===== src/rtl/instruction_fetch_pkg.sv =====
// ----------------------------------------------------------------------------
// instruction_fetch_pkg
// Shared definitions for the instruction fetch stage:
//   fetch_state_t : fetch FSM states (S_FETCH issues requests, S_DRAIN waits
//                   for stale responses to be thrown away)
//   ENTRY_W       : prefetch FIFO entry width, {pc[31:0], instr[31:0]}
//   cnt_width()   : width of counters that must hold 0..depth inclusive
// ----------------------------------------------------------------------------
package instruction_fetch_pkg;

    typedef enum logic [0:0] {
        S_FETCH = 1'b0,
        S_DRAIN = 1'b1
    } fetch_state_t;

    localparam int ENTRY_W = 64;

    function automatic int cnt_width(input int depth);
        return $clog2(depth) + 1;
    endfunction

endpackage


===== src/rtl/instruction_fetch_fifo.sv =====
// ----------------------------------------------------------------------------
// instruction_fetch_fifo
// Synchronous prefetch FIFO holding {pc, instr} entries for the fetch stage.
// The head entry is presented combinationally so decode sees it in the cycle
// after it was written. Flush wins over push/pop in the same cycle.
// Ports:
//   clk, reset      clock, asynchronous active-high reset
//   push, wdata     write an entry
//   pop             remove the head entry (ignored when empty)
//   flush           empty the FIFO
//   rdata           head entry
//   count           number of stored entries (0..DEPTH)
//   empty, full     status flags
// ----------------------------------------------------------------------------
module instruction_fetch_fifo
    import instruction_fetch_pkg::*;
#(
    parameter int DEPTH = 4,
    parameter int WIDTH = ENTRY_W,
    parameter int CW    = cnt_width(DEPTH)
) (
    input  logic             clk,
    input  logic             reset,
    input  logic             push,
    input  logic             pop,
    input  logic             flush,
    input  logic [WIDTH-1:0] wdata,
    output logic [WIDTH-1:0] rdata,
    output logic [CW-1:0]    count,
    output logic             empty,
    output logic             full
);

    localparam int AW = $clog2(DEPTH);

    logic [WIDTH-1:0] mem_reg [DEPTH];
    logic [AW-1:0]    wr_ptr_reg;
    logic [AW-1:0]    rd_ptr_reg;
    logic [CW-1:0]    count_reg;
    logic             do_push;
    logic             do_pop;

    assign empty   = (count_reg == '0);
    assign full    = (count_reg == CW'(DEPTH));
    assign count   = count_reg;
    assign rdata   = mem_reg[rd_ptr_reg];
    assign do_push = push && !flush;
    assign do_pop  = pop && !flush && !empty;

    // Pointers wrap naturally because DEPTH is a power of two.
    always_ff @(posedge clk or posedge reset) begin
        if (reset) begin
            wr_ptr_reg <= '0;
            rd_ptr_reg <= '0;
            count_reg  <= '0;
        end else if (flush) begin
            wr_ptr_reg <= '0;
            rd_ptr_reg <= '0;
            count_reg  <= '0;
        end else begin
            if (do_push) begin
                wr_ptr_reg <= wr_ptr_reg + AW'(1);
            end
            if (do_pop) begin
                rd_ptr_reg <= rd_ptr_reg + AW'(1);
            end
            if (do_push && !do_pop) begin
                count_reg <= count_reg + CW'(1);
            end else if (!do_push && do_pop) begin
                count_reg <= count_reg - CW'(1);
            end
        end
    end

    // Storage carries no reset; only the pointers define which entries are live.
    always_ff @(posedge clk) begin
        if (do_push) begin
            mem_reg[wr_ptr_reg] <= wdata;
        end
    end

    // The issue credit in the parent keeps count+outstanding <= DEPTH, so a
    // response arriving into a full FIFO means the memory broke the protocol.
    fifo_no_overflow: assert property (@(posedge clk) disable iff (reset)
        !(do_push && full && !do_pop));

endmodule


===== src/rtl/instruction_fetch.sv =====
// ----------------------------------------------------------------------------
// instruction_fetch
// Fetch stage: issues in-order word reads to a latency-tolerant instruction
// memory, buffers returned words with their PC in a prefetch FIFO and hands
// them to decode over valid/ready. Execute-stage redirects flush the stream;
// responses already in flight at the redirect are counted and discarded.
//
// Parameters:
//   RESET_PC    PC of the first fetch after reset
//   FIFO_DEPTH  prefetch entries (power of 2, >= 2); also caps outstanding reads
// Build option:
//   IF_BYTESWAP_EN  when defined, memory words are byte-reversed at FIFO write
//                   (memory holds big-endian words, decode wants RISC-V order)
// Ports:
//   clk, reset                        clock, asynchronous active-high reset
//   imem_req/imem_addr/imem_gnt       request channel; req+addr held until gnt
//   imem_rvalid/imem_rdata            in-order read responses
//   redirect_valid/redirect_pc        change of flow from execute
//   if_valid/if_pc/if_instr/if_ready  instruction handed to decode
// ----------------------------------------------------------------------------
module instruction_fetch
    import instruction_fetch_pkg::*;
#(
    parameter logic [31:0] RESET_PC   = 32'h0000_0000,
    parameter int          FIFO_DEPTH = 4
) (
    input  logic        clk,
    input  logic        reset,
    output logic        imem_req,
    output logic [31:0] imem_addr,
    input  logic        imem_gnt,
    input  logic        imem_rvalid,
    input  logic [31:0] imem_rdata,
    input  logic        redirect_valid,
    input  logic [31:0] redirect_pc,
    output logic        if_valid,
    output logic [31:0] if_pc,
    output logic [31:0] if_instr,
    input  logic        if_ready
);

    localparam int CW = cnt_width(FIFO_DEPTH);
    localparam int SW = CW + 1;

    fetch_state_t  state_reg, state_next;
    logic          req_reg, req_next;
    logic [31:0]   addr_reg, addr_next;
    logic [31:0]   fetch_pc_reg, fetch_pc_next;   // next address to request
    logic [31:0]   resp_pc_reg, resp_pc_next;     // PC of next kept response
    logic [CW-1:0] outstanding_reg, outstanding_next;
    logic [CW-1:0] discard_reg, discard_next;
    logic          stale_reg, stale_next;         // held request predates a redirect

    logic          granted;
    logic          keep_rsp;
    logic          pop;
    logic [31:0]   target;
    logic [31:0]   pc_base;
    logic [31:0]   word;
    logic [CW-1:0] fifo_count;
    logic [CW-1:0] fifo_count_next;
    logic [SW-1:0] credit_sum;
    logic          fifo_empty;
    logic          fifo_full;
    logic [ENTRY_W-1:0] fifo_rdata;
    logic          unused_bits;

`ifdef IF_BYTESWAP_EN
    for (genvar gi = 0; gi < 4; gi++) begin : g_swap
        assign word[8*gi +: 8] = imem_rdata[8*(3-gi) +: 8];
    end
`else
    assign word = imem_rdata;
`endif

    assign unused_bits = ^{redirect_pc[1:0], fifo_full};

    always_comb begin
        granted  = req_reg && imem_gnt;
        target   = {redirect_pc[31:2], 2'b00};
        // A response in a redirect cycle is stale even when discard is zero.
        keep_rsp = imem_rvalid && (discard_reg == '0) && !redirect_valid;
        pop      = if_valid && if_ready && !redirect_valid;

        if (redirect_valid) begin
            fifo_count_next = '0;
        end else begin
            fifo_count_next = fifo_count + CW'(keep_rsp) - CW'(pop);
        end

        outstanding_next = outstanding_reg + CW'(granted) - CW'(imem_rvalid);

        // On redirect everything still in flight (including this cycle's grant)
        // is stale. Otherwise drop one per discarded response and add one when a
        // request held across an earlier redirect is finally granted.
        if (redirect_valid) begin
            discard_next = outstanding_next;
        end else begin
            discard_next = discard_reg;
            if (imem_rvalid && (discard_reg != '0)) begin
                discard_next = discard_next - CW'(1);
            end
            if (granted && stale_reg) begin
                discard_next = discard_next + CW'(1);
            end
        end

        if (req_reg && !imem_gnt) begin
            stale_next = stale_reg || redirect_valid;
        end else begin
            stale_next = 1'b0;
        end

        state_next = state_reg;
        case (state_reg)
            S_FETCH: if (redirect_valid && ((discard_next != '0) || stale_next)) state_next = S_DRAIN;
            S_DRAIN: if ((discard_next == '0) && !stale_next) state_next = S_FETCH;
            default: state_next = S_FETCH;
        endcase

        if (redirect_valid) begin
            resp_pc_next = target;
        end else if (keep_rsp) begin
            resp_pc_next = resp_pc_reg + 32'd4;
        end else begin
            resp_pc_next = resp_pc_reg;
        end

        // Credit counts FIFO entries plus reads in flight, both as they will be
        // after this edge, so a new request always has a FIFO slot reserved.
        pc_base       = redirect_valid ? target : fetch_pc_reg;
        credit_sum    = {1'b0, fifo_count_next} + {1'b0, outstanding_next};
        req_next      = 1'b0;
        addr_next     = addr_reg;
        fetch_pc_next = pc_base;
        if (req_reg && !imem_gnt) begin
            // Ungranted request keeps its address, even across a redirect.
            req_next = 1'b1;
        end else if ((state_next == S_FETCH) && (credit_sum < SW'(FIFO_DEPTH))) begin
            req_next      = 1'b1;
            addr_next     = pc_base;
            fetch_pc_next = pc_base + 32'd4;
        end
    end

    always_ff @(posedge clk or posedge reset) begin
        if (reset) begin
            state_reg       <= S_FETCH;
            req_reg         <= 1'b0;
            addr_reg        <= RESET_PC;
            fetch_pc_reg    <= RESET_PC;
            resp_pc_reg     <= RESET_PC;
            outstanding_reg <= '0;
            discard_reg     <= '0;
            stale_reg       <= 1'b0;
        end else begin
            state_reg       <= state_next;
            req_reg         <= req_next;
            addr_reg        <= addr_next;
            fetch_pc_reg    <= fetch_pc_next;
            resp_pc_reg     <= resp_pc_next;
            outstanding_reg <= outstanding_next;
            discard_reg     <= discard_next;
            stale_reg       <= stale_next;
        end
    end

    instruction_fetch_fifo #(
        .DEPTH (FIFO_DEPTH),
        .WIDTH (ENTRY_W),
        .CW    (CW)
    ) u_fifo (
        .clk   (clk),
        .reset (reset),
        .push  (keep_rsp),
        .pop   (pop),
        .flush (redirect_valid),
        .wdata ({resp_pc_reg, word}),
        .rdata (fifo_rdata),
        .count (fifo_count),
        .empty (fifo_empty),
        .full  (fifo_full)
    );

    assign imem_req  = req_reg;
    assign imem_addr = addr_reg;
    assign if_valid  = !fifo_empty;
    assign if_pc     = fifo_rdata[63:32];
    assign if_instr  = fifo_rdata[31:0];

endmodule


===== config.mk =====
export PLATFORM = sky130hd
export DESIGN_NAME = instruction_fetch
export DESIGN_NICKNAME = d
export VERILOG_FILES = /design/src/rtl/instruction_fetch_pkg.sv /design/src/rtl/instruction_fetch_fifo.sv /design/src/rtl/instruction_fetch.sv
export SDC_FILE = /design/constraint.sdc
export NUM_CORES = 1
export LEC_CHECK = 0
export ABC_CLOCK_PERIOD_IN_PS = 11200
export CAP_MARGIN = 20
export CORE_MARGIN = 5
export CORE_UTILIZATION = 51
export CTS_CLUSTER_DIAMETER = 200
export DETAILED_ROUTE_END_ITERATION = 10
export MAX_ROUTING_LAYER = met4
export PLACE_DENSITY = 0.74
export SETUP_SLACK_MARGIN = 0.02
export SLEW_MARGIN = 20
export SYNTH_ARGS = -nofsm -noshare
export SYNTH_HDL_FRONTEND = slang
export SYNTH_SLANG_ARGS = --single-unit
export TNS_END_PERCENT = 20

===== constraint.sdc =====
create_clock -name clk -period 11.2 [get_ports clk]
set_input_delay 2.24 -clock clk [delete_from_list [all_inputs] [get_ports clk]]
set_output_delay 2.24 -clock clk [all_outputs]
set_load 0.03 [all_outputs]

# Yosys cells after proc, flatten, opt, wreduce, memory -nomap -nowiden
# Memories as Yosys holds them, arrays and structs flattened.
# Index checks and enable logic that the tools add are counted.
# totals
input_bits	70
ramBits	256
register_bits	112
n_memories	1
elab_cells	88
out_inout_bits	98
# memory_table
memory	words	width	read_ports	rd_ports_with_merged_regs	write_ports	line_no	text
u_fifo.mem_reg	4	64	1	0	1	instruction_fetch_fifo.sv:36	logic [WIDTH-1:0] mem_reg [DEPTH];
# op_classes
n_lt_le_gt_ge	1
n_addsub	13
muxes	25
n_reduce_logical	34
bitwise_logic	3
# op_table
cell	n
$mux 32	5
$add 32x3->32 const B	2
$mux 3	8
$logic_and 1x1->1	16
$logic_not 3->1	3
$reduce_bool 3->1	3
$mux 2	4
$mux 1	7
$add 3x1->3	2
$add 3x1->3 const B	2
$logic_not 1->1	6
$reduce_bool 2->1	3
$sub 3x1->3	2
$sub 3x1->3 const B	2
$add 2x1->2 const B	2
$add 3x3->4	1
$lt 4x3->1 const B	1
$not 1->1	3
$logic_or 1x1->1	2
$pmux 1 s2	1
$reduce_and 2->1	1

# Logic depth before layout (Yosys ltp)
# Gate-level depths: netlist of run 1.
# logic_depth
ltp_word	16
mapped_depth	24
depth_no_buf	18

# Cells and area by module
# From an unflattened synthesis of run 1, not the netlist that was laid out.
# hier_totals
hier_cells	927
hier_area_um2	15122.0
# modules_own_cells
module	cells_each	area_per_inst_um2	instances	seq_area_each_um2
instruction_fetch_fifo	380	9680.5	1	7862.5
instruction_fetch	547	5441.5	1	2577.5

# Worst setup path after synthesis of run 1
# Ideal clock, no wire load.
# synth_timing
kind	input port to flip-flop
start	in redirect_valid
end	reg fetch_pc_reg[22]
arrival_time_ns	6.899
setup_ns	0.080
required_ns	11.120
path_slack_ns	4.221
n_path_buf	8
stages	24
cell_sequence	buf_4 > buf_6 > buf_4 > buf_2 > buf_2 > clkbuf_1 > clkbuf_1 > buf_1 > nor2_1 > ha_1 > inv_1 > ha_1 > fa_1 > xnor2_1 > nor2_1 > ha_1 > or3_1 > nor4b_2 > and2_1 > o211ai_1 > o21ai_2 > nand2_1 > nor3_2 > xnor2_1
# synth_via
elab_chain_cells	10
elab_cells_between_ends	26
classes_between	4 x add/sub; 1 x order compare; 9 x mux; 1 x bitwise; 11 x reduce/logical
# synth_lines
element	line_no	text
start: declaration	instruction_fetch.sv:34	input logic redirect_valid,
$logic_not 1->1, or another cell as far along	instruction_fetch.sv:82, instruction_fetch.sv:83	
$logic_and 1x1->1, or another cell as far along	instruction_fetch.sv:82	keep_rsp = imem_rvalid && (discard_reg == '0) && !redirect_valid;
$add 3x1->3, or another cell as far along	instruction_fetch.sv:88	fifo_count_next = fifo_count + CW'(keep_rsp) - CW'(pop);
$sub 3x1->3, or another cell as far along	instruction_fetch.sv:88	
$mux 3, or another cell as far along	instruction_fetch.sv:85	if (redirect_valid) begin
$add 3x3->4 or $pmux 1 s2 (tied branches)	instruction_fetch.sv:132, instruction_fetch.sv:115	
$lt 4x3->1 or $not 1->1 (tied branches)	instruction_fetch.sv:139	end else if ((state_next == S_FETCH) && (credit_sum < SW'(FIFO_DEPTH))) begin
$logic_and 1x1->1	instruction_fetch.sv:139	
$mux 32	instruction_fetch.sv:139	
$mux 32 *	instruction_fetch.sv:136	if (req_reg && !imem_gnt) begin
named net fetch_pc_next[22]	instruction_fetch.sv:48	logic [31:0] fetch_pc_reg, fetch_pc_next;
end signal: assignment	instruction_fetch.sv:160	fetch_pc_reg <= fetch_pc_next;
end: declaration	instruction_fetch.sv:48	
# Mark *: on every way through the listed nets, which the timed path passes. The rest lies on a longest branch.
# A chain may end at the register's enable or synchronous reset.

# Final worst setup path of run 1
# layout_timing
start	in imem_rvalid
end	reg fetch_pc_reg[22]
# layout_via
elab_chain_cells	15
elab_cells_between_ends	26
classes_between	5 x add/sub; 1 x order compare; 10 x mux; 1 x bitwise; 9 x reduce/logical
# layout_lines
element	line_no	text
start: declaration	instruction_fetch.sv:32	input logic imem_rvalid,
parallel branches: the longest is 12 deep, another holds $add 3x3->4	n/a	
$logic_and 1x1->1 *	instruction_fetch.sv:139	
$mux 32 *	instruction_fetch.sv:139	
$mux 32 *	instruction_fetch.sv:136	
named net fetch_pc_next[22]	instruction_fetch.sv:48	
# Mark *: on every way through the listed nets, which the timed path passes. The select of a mux whose other input is x is not followed.

==> impl_results.md, run 1 <==
- Final Cycle Share: 55.0%
- Final nets: 1178
- RSZ-0062 raised after global routing: false
- Worst-path clk slew: 60 ps
- Placer Congestion: 0.851
- Detailed placement HPWL: 18100 um
- Area grow syn2layout: 20.9%
- Reg2Reg Setup Slack: 6570 ps
- Fmax: 162 MHz
- Largest net degree at the start of global routing: 78
- Crit-path max FO: 10
- Final Max Tran Viols: 0
- First-pass GRT wire length: 46600 um
- Antenna diodes: 0
- Die height: 180 um
- CP arrival: 6580 ps
- Multi-input logic area: 4190 um^2
- Area share of the largest cell type after synthesis: 50.7%
- Synthesized area: 14700 um^2
- Final WS setup: 5040 ps
- Synth cell types: 57
- TritonRoute pass-1 iters: 5
- Initial antenna violation count: 0
- Met3 usage: 3.72%
- #FFs+latches synth: 358
- Async set-reset flop share out of synthesis: 30.7%
- Min cycle time layout: 6160 ps
- Crit path capture type: register
- Synth warn: 0
- Simple-gate share of the synthesized area: 7.21%
- Post-synth top area cell: edfxtp_1
- Clock Latency Late Sink: 500 ps
- Total Power: 0.00406 W
- Worst hold margin: 515 ps
- Die X: 180 um
- Cell count after synthesis: 918
- Mux cell area share after synthesis: 10.5%
- Clock sink total: 358
- Max FFs per register: 248
- Final TNS setup: 0 ps
- R2r endpoint: fetch_pc_reg[22]
- WS Path Type: primary input to register
- Grt peak-use layer: met2
- Reg-to-Reg Start: u_fifo.count[2]
- Routed Antenna Nets: 0
- # setup viols final: 0
- Clock Skew: 16.4 ps
- WL per Instance: 19.3 um
- Hold EP: imem_addr[1]
- Die Footprint: 32300 um^2
- Core area: 28500 um^2
- Vias in the first global route: 8490
- CTS buffer count: 36
- Final Util: 62.1%
- Max_slew headroom: 37.5%
- Number of gates resized after CTS: 0
- GR Util met1: 26.5%
- Seq. cell area: 10200 um^2
- WP data required: 11620 ps
- Hold Crit Class: register to register
- Final Hold Violating Endpoints: 0
- DRC: 0
- Most frequent cells in the layout: 248 x edfxtp_1, 162 x clkdlybuf4s50_1, 108 x dfrtp_1
- GRT Overall Usage: 18.3%
- CTS tree: done
- Largest cells by area after synthesis: edfxtp_1 51%, dfrtp_1 19%, mux4_2 9.5%
- GRT met2 Usage: 27.6%
- Congestion Overflow GR: 0
- Sequential area share after synthesis: 69.5%
- IO Count: 168
- Max-cap violations: 0
- Number of synthesized flops with an enable pin: 248
- Reg2reg path depth: 18
- Compound-cell area share of the yosys netlist: 4.65%
- Drt initial violations: 525
- Root buffer cell: clkbuf_16
- Hold Path Origin: imem_addr[1]
- Fillcell total: 2168
- FP Rows: 62
- Dominant synthesized flop cell: edfxtp_1
- Peak VDD IR: 0.210 mV
- Vias: 8126
- Pre-CTS setup slack: 4490 ps
- Post-Synth XOR/XNOR Area: 4.36%
- Setup bufs post-CTS: 0
- Worst-case clock buffer depth: 3
- Syn Area/Cell: 16.0 um^2
- CTS H-tree depth: 2
- Slew @ Worst Pin: 938 ps
- Status: finished, final reports clean
- Hold_buf cts: 0
- PortBufs: 163
- Worst setup SP type: primary input
- Main combinational cell family by area after synthesis: multiplexers
- Most common cell after layout, fill and taps aside: edfxtp_1
- Power per cell area: 229 nW/um^2
- Total wire length: 28700 um
- Via/cell ratio: 5.45
- Adder-cell share of the synthesized area: 1.69%
- Static leakage: 6.14 nW
- Initial Utilization: 51.4%
- Share of layout cells above drive strength 1: 12.7%
- Worst hold stages: 1
[cell usage after synthesis (3+ instances only)]
cell type / n
a21boi_0: 15
a21oi_1: 37
a32o_1: 4
and2_1: 5
and3_1: 4
buf_1: 9
buf_2: 3
buf_4: 10
clkbuf_1: 16
dfrtp_1: 110
edfxtp_1: 248
fa_1: 3
ha_1: 15
inv_1: 25
mux2_2: 6
mux2i_1: 8
mux4_2: 62
nand2_1: 67
nand2b_1: 5
nand3_1: 24
nand3b_1: 4
nand4_1: 11
nor2_1: 59
nor2b_1: 11
nor3_1: 9
o21ai_0: 37
or3_1: 5
xnor2_1: 38
xor2_1: 30
[per-stage QoR]
step	std cells	instance area [um^2]
finish	1491	17700
global route	1491	17700
CTS	1491	17700
detailed placement	1436	16700
global placement	1436	16700
floorplan	919	14700
[power by group]
group	leakage [nW]	internal [W]	switching (W)
combinational	2.08	0.000572	0.000725
sequential	3.56	0.00156	0.000106
clock	0.507	0.000643	0.000453
[worst max-delay path, cell delays in order]
cell             delay, ps
clkdlybuf4s50_1        600
nand3b_2               280
nor2_1                 310
ha_1                   220
fa_1                   420
nor2b_1                150
ha_1                   200
or3_1                  400
nor4b_2                420
and2_1                 270
o211ai_1               130
o21ai_2                430
nand2_1                170
nor3_2                 210
xnor2_1                140
[worst max path at each step]
stage                         startpoint                to  slack [ps]
after floorplan           redirect_valid  fetch_pc_reg[22]        4220
after global placement       imem_rvalid  fetch_pc_reg[22]        4590
after detailed placement     imem_rvalid  fetch_pc_reg[22]        4490
after CTS                    imem_rvalid  fetch_pc_reg[22]        5000
after global routing         imem_rvalid  fetch_pc_reg[22]        4730
final                        imem_rvalid  fetch_pc_reg[22]        5040
[logic make-up (layout without fill, tap and decap cells)]
family / after synthesis / after routing
and+or+nand+nor: 218 / 218
adders and majority gates: 18 / 18
muxes: 76 / 76
xor gates and xnor gates: 70 / 70
DFF: 358 / 358
buffers and inverters: 65 / 253
AOI/OAI and AO/OA: 112 / 112
other: 1 / 2
[metal layers]
layer | wire length [um] | share of wire (%)
met1 | 13500 | 47
met2 | 13200 | 46
met3 | 1490 | 5.2
met4 | 528 | 1.8
met5 | 0 | 0
[layout make-up]
class / count / share of cell area (%)
repair buffers: 173 / 9.63
well taps: 384 / 2.71
clock inverters: 12 / 0.621
inverters: 25 / 0.543
flip-flops and latches: 358 / 57.5
clock buffers: 43 / 5.35
multi-input cells: 496 / 23.6
(Power assumes the default switching activity.)
==> run 2: changes to the inputs <==
--- a/config.mk
+++ b/config.mk
@@ -5,14 +5,14 @@
 export SDC_FILE = /design/constraint.sdc
 export NUM_CORES = 1
 export LEC_CHECK = 0
-export ABC_CLOCK_PERIOD_IN_PS = 11200
+export ABC_CLOCK_PERIOD_IN_PS = 5320
 export CAP_MARGIN = 20
 export CORE_MARGIN = 5
 export CORE_UTILIZATION = 51
 export CTS_CLUSTER_DIAMETER = 200
 export DETAILED_ROUTE_END_ITERATION = 10
 export MAX_ROUTING_LAYER = met4
-export PLACE_DENSITY = 0.74
+export PLACE_DENSITY = 0.76
 export SETUP_SLACK_MARGIN = 0.02
 export SLEW_MARGIN = 20
 export SYNTH_ARGS = -nofsm -noshare
==> constraint.sdc (replaced) <==
create_clock -name clk -period 5.32 [get_ports clk]
set_input_delay 1.064 -clock clk [delete_from_list [all_inputs] [get_ports clk]]
set_output_delay 1.064 -clock clk [all_outputs]
set_load 0.03 [all_outputs]
==> impl_results.md, run 2 (same netlist as run 1, synthesis figures left out) <==
- Crit path capture type: register
- CTS H-tree depth: 2 (unchanged)
- Final Hold Violating Endpoints: 0 (unchanged)
- Fillcell total: 2117 (-2.4%)
- Slew @ Worst Pin: 1090 ps (+156 ps)
- Final Max Tran Viols: 0 (unchanged)
- Largest net degree at the start of global routing: 70 (-10%)
- Reg2reg path depth: 18 (unchanged)
- Worst-case clock buffer depth: 3 (unchanged)
- Most frequent cells in the layout: 248 x edfxtp_1, 162 x clkdlybuf4s50_1, 108 x dfrtp_1
- Detailed placement HPWL: 19100 um (+5.7%)
- WS Path Type: primary input to register
- Reg-to-Reg Start: u_fifo.count[2]
- R2r endpoint: fetch_pc_reg[22]
- Share of layout cells above drive strength 1: 14.1% (+1.4 points)
- Worst-path clk slew: 60 ps (about the same)
- Area grow syn2layout: 22.3%
- Placer Congestion: 0.867 (+1.9%)
- Hold_buf cts: 0 (unchanged)
- First-pass GRT wire length: 47100 um (+0.99%)
- Vias: 8164 (+0.47%)
- Setup bufs post-CTS: 0 (unchanged)
- Initial antenna violation count: 0 (unchanged)
- PortBufs: 163 (unchanged)
- FP Rows: 62 (unchanged)
- WP data required: 5750 ps (-5870 ps)
- Min cycle time layout: 4590 ps
- Clock sink total: 358 (unchanged)
- Total wire length: 28800 um (+0.29%)
- Final TNS setup: 0 ps (unchanged)
- Static leakage: 6.25 nW (+1.8%)
- Worst hold stages: 1 (unchanged)
- Die X: 180 um (unchanged)
- Initial Utilization: 51.4% (unchanged)
- Die Footprint: 32300 um^2 (unchanged)
- TritonRoute pass-1 iters: 5 (unchanged)
- Hold Crit Class: register to register
- Peak VDD IR: 0.408 mV (+94%)
- Number of gates resized after CTS: 0 (unchanged)
- CP arrival: 5020 ps (-1560 ps)
- Max FFs per register: 248 (unchanged)
- Crit-path max FO: 9 (-1)
- Root buffer cell: clkbuf_16
- WL per Instance: 19.1 um (-1.0%)
- CTS tree: done
- Max-cap violations: 0 (unchanged)
- Seq. cell area: 10200 um^2 (unchanged)
- Final Cycle Share: 86.2%
- IO Count: 168 (unchanged)
- Dpl cell area: 16800 um^2 (+0.60%)
- Vias in the first global route: 8661 (+2.0%)
- Max_slew headroom: 27.1% (-10 points)
- Multi-input logic area: 4190 um^2 (unchanged)
- GRT Overall Usage: 18.5% (+0.18 points)
- Hold Path Origin: imem_addr[2]
- Final nets: 1189 (+0.93%)
- Core area: 28500 um^2 (unchanged)
- CTS buffer count: 37 (+2.8%)
- Clock Latency Late Sink: 510 ps (about the same)
- RSZ-0062 raised after global routing: false
- Final Cell Area: 17900 um^2 (+1.2%)
- Congestion Overflow GR: 0 (unchanged)
- Clock Skew: 16.0 ps (-0.439 ps)
- DRC: 0 (unchanged)
- Worst setup SP type: primary input
- Critical path origin: imem_rvalid
- Hold EP: imem_addr[2]
- Fmax: 218 MHz
- Reg2Reg Setup Slack: 930 ps (-5640 ps)
- Drt initial violations: 568 (+8.2%)
- Via/cell ratio: 5.40 (-0.86%)
- Antenna diodes: 0 (unchanged)
- # setup viols final: 0 (unchanged)
- Status: finished, final reports clean
- Most common cell after layout, fill and taps aside: edfxtp_1
- Power per cell area: 487 nW/um^2 (+110%)
- Die height: 180 um (unchanged)
- Routed Antenna Nets: 0 (unchanged)
==> run 2: where the power goes <==
group	total (W)	switching, W	internal [W]	leakage, nW
registers	0.00353	0.000250	0.00328	3.56
logic	0.00276	0.00152	0.00125	2.13
clock network	0.00245	0.00101	0.00144	0.562
total	0.00875	0.00278	0.00597	6.25
==> run 2: final cells by class <==
| type | count | area share (%) |
|---|---|---|
| clock buffers | 50 | 5.86 |
| multi-input cells | 496 | 23.4 |
| repair buffers | 183 | 10.1 |
| flip-flops and latches | 358 | 56.9 |
| clock inverters | 15 | 0.648 |
| inverters | 25 | 0.537 |
| well taps | 384 | 2.68 |
==> run 2: per-stage QoR <==
step	power (W)	cells	worst slack (ps)	hold slack, ps	util (%)
4_1_cts	0.00884	1511	768	520	62.9
3_5_place_dp	0.00637	1446	247	497	58.8
5_1_grt	0.00919	1511	492	536	62.9
2_1_floorplan	0.00538	919	36.5	469	-
3_3_place_gp	0.00631	1446	310	494	58.8
6_report	0.00875	1511	733	515	62.9
==> run 2: worst max-delay path by stage <==
stage / cells past startpoint / end
finish: 15 / fetch_pc_reg[22]
global route: 15 / fetch_pc_reg[18]
CTS: 15 / fetch_pc_reg[22]
detailed placement: 15 / fetch_pc_reg[22]
global placement: 15 / fetch_pc_reg[22]
floorplan: 24 / fetch_pc_reg[22]
==> run 2: critical path, stage by stage <==
cell             delay, ps
clkdlybuf4s50_1        540
ha_1                   340
inv_1                   40
ha_1                   180
fa_1                   390
xnor3_1                240
ha_1                   300
or3_1                  340
nor4b_2                280
and2_1                 240
o211ai_1               120
o21ai_2                450
nand2_1                160
nor3_2                 200
xnor2_1                130
==> run 2: per-layer routing <==
layer	vias to the layer above	track usage, %	routed length [um]
met5	-	-	0
met4	0	4.27	459
met2	234	28.3	13300
met3	39	3.42	1370
li1	3806	-	-
met1	4085	26.4	13700
